[src/rtl/video_timing_gen.sv]
// Raster timing generator: free-running pixel/line counters with registered
// coordinates, data-enable, sync and line/frame start pulses.
module video_timing_gen #(
    parameter int H_ACTIVE = 640,
    parameter int H_FP     = 16,
    parameter int H_SYNC   = 96,
    parameter int H_BP     = 48,
    parameter int V_ACTIVE = 480,
    parameter int V_FP     = 10,
    parameter int V_SYNC   = 2,
    parameter int V_BP     = 33,
    parameter bit SYNC_POL = 1'b0,
    parameter int CW       = 12
) (
    input  logic          clk,
    input  logic          rst_n,
    input  logic          ce,
    output logic [CW-1:0] pos_x,
    output logic [CW-1:0] pos_y,
    output logic          de,
    output logic          hsync,
    output logic          vsync,
    output logic          line_start,
    output logic          frame_start
);

    localparam int H_TOTAL = H_ACTIVE + H_FP + H_SYNC + H_BP;
    localparam int V_TOTAL = V_ACTIVE + V_FP + V_SYNC + V_BP;

    if (H_TOTAL > (1 << CW) || V_TOTAL > (1 << CW)) begin : g_cw_check
        $fatal(1, "video_timing_gen: CW too small for H_TOTAL/V_TOTAL");
    end

    localparam logic [CW-1:0] H_LAST = CW'(H_TOTAL - 1);
    localparam logic [CW-1:0] V_LAST = CW'(V_TOTAL - 1);
    localparam logic [CW-1:0] H_ACT  = CW'(H_ACTIVE);
    localparam logic [CW-1:0] V_ACT  = CW'(V_ACTIVE);
    localparam logic [CW-1:0] HS_BEG = CW'(H_ACTIVE + H_FP);
    localparam logic [CW-1:0] HS_END = CW'(H_ACTIVE + H_FP + H_SYNC);
    localparam logic [CW-1:0] VS_BEG = CW'(V_ACTIVE + V_FP);
    localparam logic [CW-1:0] VS_END = CW'(V_ACTIVE + V_FP + V_SYNC);

    logic [CW-1:0] x_cnt;
    logic [CW-1:0] y_cnt;
    logic [CW-1:0] x_nxt;
    logic [CW-1:0] y_nxt;
    logic          h_wrap;
    logic          de_nxt;
    logic          hs_act;
    logic          vs_act;

    // Outputs are decoded from the next count so they align with pos_x/pos_y.
    always_comb begin
        h_wrap = (x_cnt == H_LAST);
        x_nxt  = h_wrap ? '0 : x_cnt + CW'(1);
        y_nxt  = y_cnt;
        if (h_wrap) begin
            y_nxt = (y_cnt == V_LAST) ? '0 : y_cnt + CW'(1);
        end
        de_nxt = (x_nxt < H_ACT) && (y_nxt < V_ACT);
        hs_act = (x_nxt >= HS_BEG) && (x_nxt < HS_END);
        vs_act = (y_nxt >= VS_BEG) && (y_nxt < VS_END);
    end

    // Counters start on the last pixel so the first advance lands on (0,0).
    always_ff @(posedge clk or negedge rst_n) begin
        if (!rst_n) begin
            x_cnt       <= H_LAST;
            y_cnt       <= V_LAST;
            pos_x       <= '0;
            pos_y       <= '0;
            de          <= 1'b0;
            hsync       <= ~SYNC_POL;
            vsync       <= ~SYNC_POL;
            line_start  <= 1'b0;
            frame_start <= 1'b0;
        end else if (ce) begin
            x_cnt       <= x_nxt;
            y_cnt       <= y_nxt;
            pos_x       <= x_nxt;
            pos_y       <= y_nxt;
            de          <= de_nxt;
            hsync       <= SYNC_POL ? hs_act : ~hs_act;
            vsync       <= SYNC_POL ? vs_act : ~vs_act;
            line_start  <= (x_nxt == '0);
            frame_start <= (x_nxt == '0) && (y_nxt == '0);
        end else begin
            line_start  <= 1'b0;
            frame_start <= 1'b0;
        end
    end

endmodule

[config.mk]
export PLATFORM = sky130hd
export DESIGN_NAME = video_timing_gen
export DESIGN_NICKNAME = d
export VERILOG_FILES = /design/src/rtl/video_timing_gen.sv
export SDC_FILE = /design/constraint.sdc
export NUM_CORES = 1
export LEC_CHECK = 0
export ABC_CLOCK_PERIOD_IN_PS = 3200
export CAP_MARGIN = 20
export CORE_ASPECT_RATIO = 0.9
export CORE_MARGIN = 1.5
export CORE_UTILIZATION = 30
export DETAILED_ROUTE_END_ITERATION = 16
export MAX_ROUTING_LAYER = met4
export SKIP_CTS_REPAIR_TIMING = 1
export SLEW_MARGIN = 20
export SYNTH_ARGS = -nofsm -noshare
export SYNTH_HDL_FRONTEND = slang
export SYNTH_SLANG_ARGS = --single-unit
[constraint.sdc]
create_clock -name clk -period 3.2 [get_ports clk]
set_input_delay 0.48 -clock clk [delete_from_list [all_inputs] [get_ports clk]]
set_output_delay 0.48 -clock clk [all_outputs]
set_load 0.005 [all_outputs]
==> results of run 1 <==
-- per-layer routing --
layer  global-route usage, %  part of all wire (%)  up-vias
met1                    21.7                    52     1039
met3                    1.58                   4.7        9
li1                        -                     -     1059
met5                       -                     0        -
met2                    18.7                    42       64
met4                    5.59                   1.6        0
-- layout make-up --
type,count,area (sq um),share of cell area [%]
timing repair buffer,33,320,10.9
sequential,39,991,33.8
inverter,11,41.3,1.41
tap,119,149,5.07
multi-input combinational,207,1350,45.9
clock inverter,2,12.5,0.426
clock buffer,6,72.6,2.47
-- state kept, by name, indices dropped and copies added (netlist names) --
| signal | count |
|---|---|
| pos_y | 12 |
| vsync | 1 |
| x_cnt | 7 |
| line_start | 1 |
| y_cnt | 3 |
| hsync | 1 |
| frame_start | 1 |
| pos_x | 12 |
| de | 1 |
-- power groups by stage --
stage | logic [mW] | clock network, mW | registers (mW)
6_report | 0.278 | 0.332 | 0.657
5_1_grt | 0.316 | 0.362 | 0.671
4_1_cts | 0.282 | 0.349 | 0.657
3_5_place_dp | 0.280 | 0 | 0.664
3_3_place_gp | 0.279 | 0 | 0.665
2_1_floorplan | 0.233 | 0 | 0.615
-- Yosys cell counts (5+ instances only) --
master and instances:
dfrtp_1 27, nand2_1 26, nor2_1 20, buf_4 19, o21ai_0 16, xnor2_1 14, a21oi_1 13, dfstp_2 12
inv_1 11, nand3_1 10, nand4_1 10, nor3_1 9, buf_6 8, clkbuf_1 7, nor4_1 7, a31oi_1 6
buf_2 6, and3_1 5, o21a_1 5
-- cells by family (layout without fill, tap and decap cells) --
kind of cell / count (synthesis) / count (layout) / synth area share (%)
and+or+nand+nor: 123 / 123 / 26.9
AOI/OAI and AO/OA: 60 / 60 / 14.9
buffers and inverters: 52 / 52 / 12.9
DFF: 39 / 39 / 36.9
xor gates and xnor gates: 18 / 18 / 5.87
adders and majority gates: 3 / 3 / 1.40
muxes: 3 / 3 / 1.21
-- per-stage QoR --
step                      utilization (%)  area, sq um  std cells  power, mW
after floorplan                         -         2680        298      0.848
after detailed placement             32.9         2850        409      0.944
after CTS                            33.9         2930        417       1.29
after global placement               32.9         2850        409      0.944
after global routing                 33.9         2930        417       1.35
final                                33.9         2930        417       1.27
-- worst max-delay path: cells and delay by family, from the launching register on --
family / cells / cell delay [ns]
simple gates: 4 / 0.97
compound gates: 2 / 0.73
flops: 1 / 0.60
fa+ha+maj: 1 / 0.35
-- how the worst min path moves through the flow --
stage / slack [ns] / endpoint / cells after the start
floorplan: 0.18 / de / 0
global placement: 0.48 / pos_y[3] / 1
detailed placement: 0.47 / pos_y[9] / 1
CTS: 0.33 / pos_y[0] / 1
global route: 0.37 / pos_y[0] / 1
finish: 0.29 / pos_y[0] / 1
==> flow_summary_export.csv, run 1 <==
group,metric,value,unit
cts,cts-buffers-inserted,5,
synthesis,yosysTopAreaCellShare,25.2,%
grt,grt_pass1_wl,10400,microns
timing,max-slew-margin-rel,42.8,%
power,power_per_cell_area,432,nW/um^2
power,irDropWorstVdd,0.185,mV
die,starting_density_of_the_core,31.0,%
critical_path,setup.worst_path.class,"flip-flop to flip-flop",
route,drc_errors,0,
cells_and_area,insertedDiodeCount,0,
critical_path,timing.rr.start,"x_cnt[0]",
route,num_vias,2171,
power,p_seq_share,51.8,%
synthesis,synth.top_cells.by_area,"dfrtp_1 (25%), dfstp_2 (12%), buf_4 (5.3%)",
die,floorplan.die_area,9520,sq um
timing,slew_viol_final,0,
critical_path,worst_r2r_endpoint,"vsync",
cts,clockBufferDepth,2,
power,internal_power,0.866,mW
die,fp-row-count,32,
synthesis,synth.yosys.warnings,0,
route,antenna_left,0,
critical_path,crit_path_max_fanout,16,
timing,finalHoldViolations,0,
timing,max_clock_freq,0.368,GHz
cells_and_area,final_common_cell,"clkdlybuf4s50_1",
critical_path,critical_path.startpoint,"x_cnt[0]",
cts,cts.sink_count,39,
power,clock_power_share,26.2,%
die,io_pins,32,
synthesis,net_count_synth,304,
grt,grt_start_max_net_pins,46,
timing,layout_setup_ws,0.481,ns
critical_path,logic_depth_of_the_worst_register_to_register_path,7,
cts,cts.reportedPaths.clkPinSlew,0.08,ns
cells_and_area,areaGrowthSynthToFinish,9.32,%
cells_and_area,mostFrequentLayoutCells,"clkdlybuf4s50_1 (30), dfrtp_1 (27), nand2_1 (26)",
route,drt_iter0_markers,126,
place,dp_hpwl,4310,microns
outcome,outcome,"complete, no violations",
synthesis,netlist-cell-type-count,62,
place,port_buffers,31,
timing,rsz0062_at_grt,"false",
critical_path,path_cells,"ha_1 > and4_4 > nand4_4 > o31a_1 > nor4_1 > nand3_1 > o32a_1",
critical_path,critPathLaunchType,"flip-flop",
critical_path,crit_required,3.43,ns
critical_path,worst-r2r-setup-slack,0.48,ns
cts,clock_tree.root_cell,"clkbuf_8",
synthesis,synth_seq_area_share,36.9,%
critical_path,crit_path_end_kind,"flip-flop",
synthesis,synthFlopType,"dfrtp_1",
cells_and_area,drive_gt1_share,12.4,%
timing,period_share,85.0,%
cts,htreeDepth,2,
synthesis,syn-cell-area,2680,sq um
grt,grt_overflow_total,0,
timing,worst_case_clock_skew,0.00605,ns
grt,vias_in_the_first_global_route,2014,
critical_path,cp_slowest_cell,"dfstp_2",
critical_path,critical_path_arrival,2.95,ns
synthesis,number_of_synthesized_flops_with_an_enable_pin,0,
route,drt-vias-per-instance,5.21,
place,gpl.final_weighted_congestion,0.896,
die,floorplan.core_area,8650,sq um
synthesis,synthArstFlopShare,100,%
cts,cts_tree,"built",
route,total_iterations_of_the_first_detailed_routing_run,4,
cts,clk_lat_worst_skew,0.30,ns
grt,grt_util_all_layers,14.2,%
critical_path,cp_slowest_stage_delay,0.60,ns
cells_and_area,layout.nets,303,
place,dp_slack,0.500,ns
synthesis,synthDominantAreaCellType,"dfrtp_1",
synthesis,ys_seq_elements,39,
timing,finalSetupViolCount,0,
synthesis,synthesis.area_per_instance,9.01,sq um
job,max_cap_violations,0,
grt,grt_antenna_before_repair,0,
route,postRouteWirelength,6170,microns
die,die_x,103,microns
route,routedWlPerCell,14.8,microns
power,pwr-share-comb,22.0,%
timing,totalNegativeSetupSlack,0,ns
power,netSwitchingPower,0.400,mW
timing,hold-worst-slack,0.289,ns
timing,fin_crit,2.72,ns
critical_path,setup.worst_path.end,"vsync",
min_path,hold_class,"input port to async pin",
cells_and_area,total_of_fill_cells_in_the_finished_design,941,
power,p_leak,1.07,nW
timing,worstMarginPinSlew,0.858,ns
synthesis,syn_inst,298,
power,power.share.switching,31.6,%
die,dieHeight,92.7,microns
Power figures use the tool's default switching activity.
==> inputs of run 2 (changes only) <==
ABC_CLOCK_PERIOD_IN_PS = 2800   (was 3200)
clock period = 2.8 ns   (was 3.2 ns; I/O delays follow)
==> flow_summary_export.csv, run 2 (synthesis results as in run 1) <==
group,metric,value,unit
cells_and_area,largestRegisters,"pos_x (12), pos_y (12), x_cnt (7)",
timing,worstMarginPinSlew,0.863,ns
outcome,outcome,"complete, no violations",
route,drc_errors,0,
timing,finalHoldViolations,0,
route,antenna_left,0,
critical_path,timing.rr.start,"x_cnt[0]",
critical_path,critPathLaunchType,"flip-flop",
die,floorplan.die_area,9520,sq um
cells_and_area,total_of_fill_cells_in_the_finished_design,916,
timing,totalNegativeSetupSlack,0,ns
cells_and_area,seqCellArea,991,sq um
cells_and_area,mostFrequentLayoutCells,"clkdlybuf4s50_1 (30), dfrtp_1 (27), nand2_1 (26)",
route,postRouteWirelength,6210,microns
cells_and_area,multi_input_comb_area,1350,sq um
cts,clk_lat_worst_skew,0.30,ns
route,num_vias,2154,
critical_path,crit_required,2.99,ns
grt,grt_antenna_before_repair,0,
critical_path,crit_path_max_fanout,10,
power,power_per_cell_area,545,nW/um^2
grt,vias_in_the_first_global_route,2002,
cts,htreeDepth,2,
cts,cts.sink_count,39,
critical_path,crit_path_end_kind,"flip-flop",
timing,max_clock_freq,0.392,GHz
die,dieHeight,92.7,microns
die,fp-row-count,32,
cells_and_area,areaGrowthSynthToFinish,12.2,%
die,starting_density_of_the_core,31.0,%
timing,max-slew-margin-rel,42.4,%
cts,clockBufferDepth,2,
timing,period_share,91.1,%
die,die_x,103,microns
critical_path,setup.worst_path.class,"flip-flop to flip-flop",
power,p_leak,1.10,nW
timing,fin_crit,2.55,ns
min_path,hold_class,"input port to async pin",
critical_path,critical_path.startpoint,"x_cnt[0]",
cts,cts.reportedPaths.clkPinSlew,0.09,ns
cells_and_area,insertedDiodeCount,0,
critical_path,worst-r2r-setup-slack,0.25,ns
power,irDropWorstVdd,0.252,mV
place,dp_hpwl,4430,microns
cts,cts_tree,"built",
cts,clock_tree.root_cell,"clkbuf_8",
route,routedWlPerCell,14.8,microns
job,max_cap_violations,0,
critical_path,worst_r2r_endpoint,"de",
timing,layout_setup_ws,0.248,ns
critical_path,critical_path_arrival,2.75,ns
place,gpl.final_weighted_congestion,0.956,
critical_path,logic_depth_of_the_worst_register_to_register_path,8,
timing,slew_viol_final,0,
cts,cts-buffers-inserted,5,
timing,worst_case_clock_skew,0.00654,ns
cells_and_area,drive_gt1_share,14.0,%
die,floorplan.core_area,8650,sq um
grt,grt_pass1_wl,10600,microns
route,drt-vias-per-instance,5.13,
cells_and_area,final_common_cell,"clkdlybuf4s50_1",
route,drt_iter0_markers,205,
place,port_buffers,31,
grt,grt_overflow_total,0,
cells_and_area,layout.nets,306,
timing,rsz0062_at_grt,"false",
critical_path,setup.worst_path.end,"de",
die,io_pins,32,
timing,finalSetupViolCount,0,
route,total_iterations_of_the_first_detailed_routing_run,4,
place,dp_slack,0.174,ns
grt,grt_start_max_net_pins,46,
grt,grt_util_all_layers,14.6,%
## run 2: cell count changes in the layout (fill, tap and decap cells not counted)
cell	change
buf_4	+3
bufinv_16	+2
clkbuf_1	-1
clkinv_2	-1
ha_1	-1
ha_2	+1
## run 2: report_power, final
part / total, mW / leakage, nW / internal [mW] / switching (mW)
Sequential: 0.750 / 0.472 / 0.651 / 0.0984
Combinational: 0.320 / 0.566 / 0.165 / 0.155
Clock: 0.572 / 0.0644 / 0.356 / 0.216
## run 2: cell type report
class	instances	area share, %
Multi-Input combinational cell	207	44.8
Sequential cell	39	32.9
Clock buffer	5	2.29
Inverter	11	1.37
Timing Repair Buffer	36	11.4
Tap cell	119	4.95
Clock inverter	3	2.24
## run 2: how the worst min path moves through the flow
stage / end / slack [ns] / from / depth (start not counted)
floorplan: de / 0.12 / rst_n / 0
global placement: pos_y[3] / 0.47 / pos_y[3] / 1
detailed placement: pos_y[9] / 0.47 / pos_y[9] / 1
CTS: pos_y[9] / 0.26 / rst_n / 1
global route: line_start / 0.30 / rst_n / 1
finish: pos_x[6] / 0.23 / rst_n / 1
## run 2: routing by layer
layer  part of all wire, %  global-route usage, %  vias up
met4                   1.2                   4.11        0
li1                      -                      -     1067
met1                    52                   22.3     1013
met2                    41                   19.4       66
met3                   5.9                   2.49        8
met5                     0                      -        -
## run 2: metrics by stage
step	instances	hold slack, ns	area, sq um	power [mW]	util, %
floorplan	298	0.124	2680	0.969	-
global placement	412	0.474	2870	1.08	33.2
detailed placement	412	0.470	2870	1.08	33.2
CTS	420	0.260	3010	1.66	34.8
global route	420	0.302	3010	1.74	34.8
finish	420	0.231	3010	1.64	34.8
## run 2: critical path: stages, from the launching register on
cell       delay (ns)
dfstp_2          0.60
ha_2             0.29
and4_4           0.29
nand4_4          0.12
buf_4            0.20
nor3_1           0.27
xnor2_1          0.20
nand4bb_1        0.13
o41ai_1          0.36
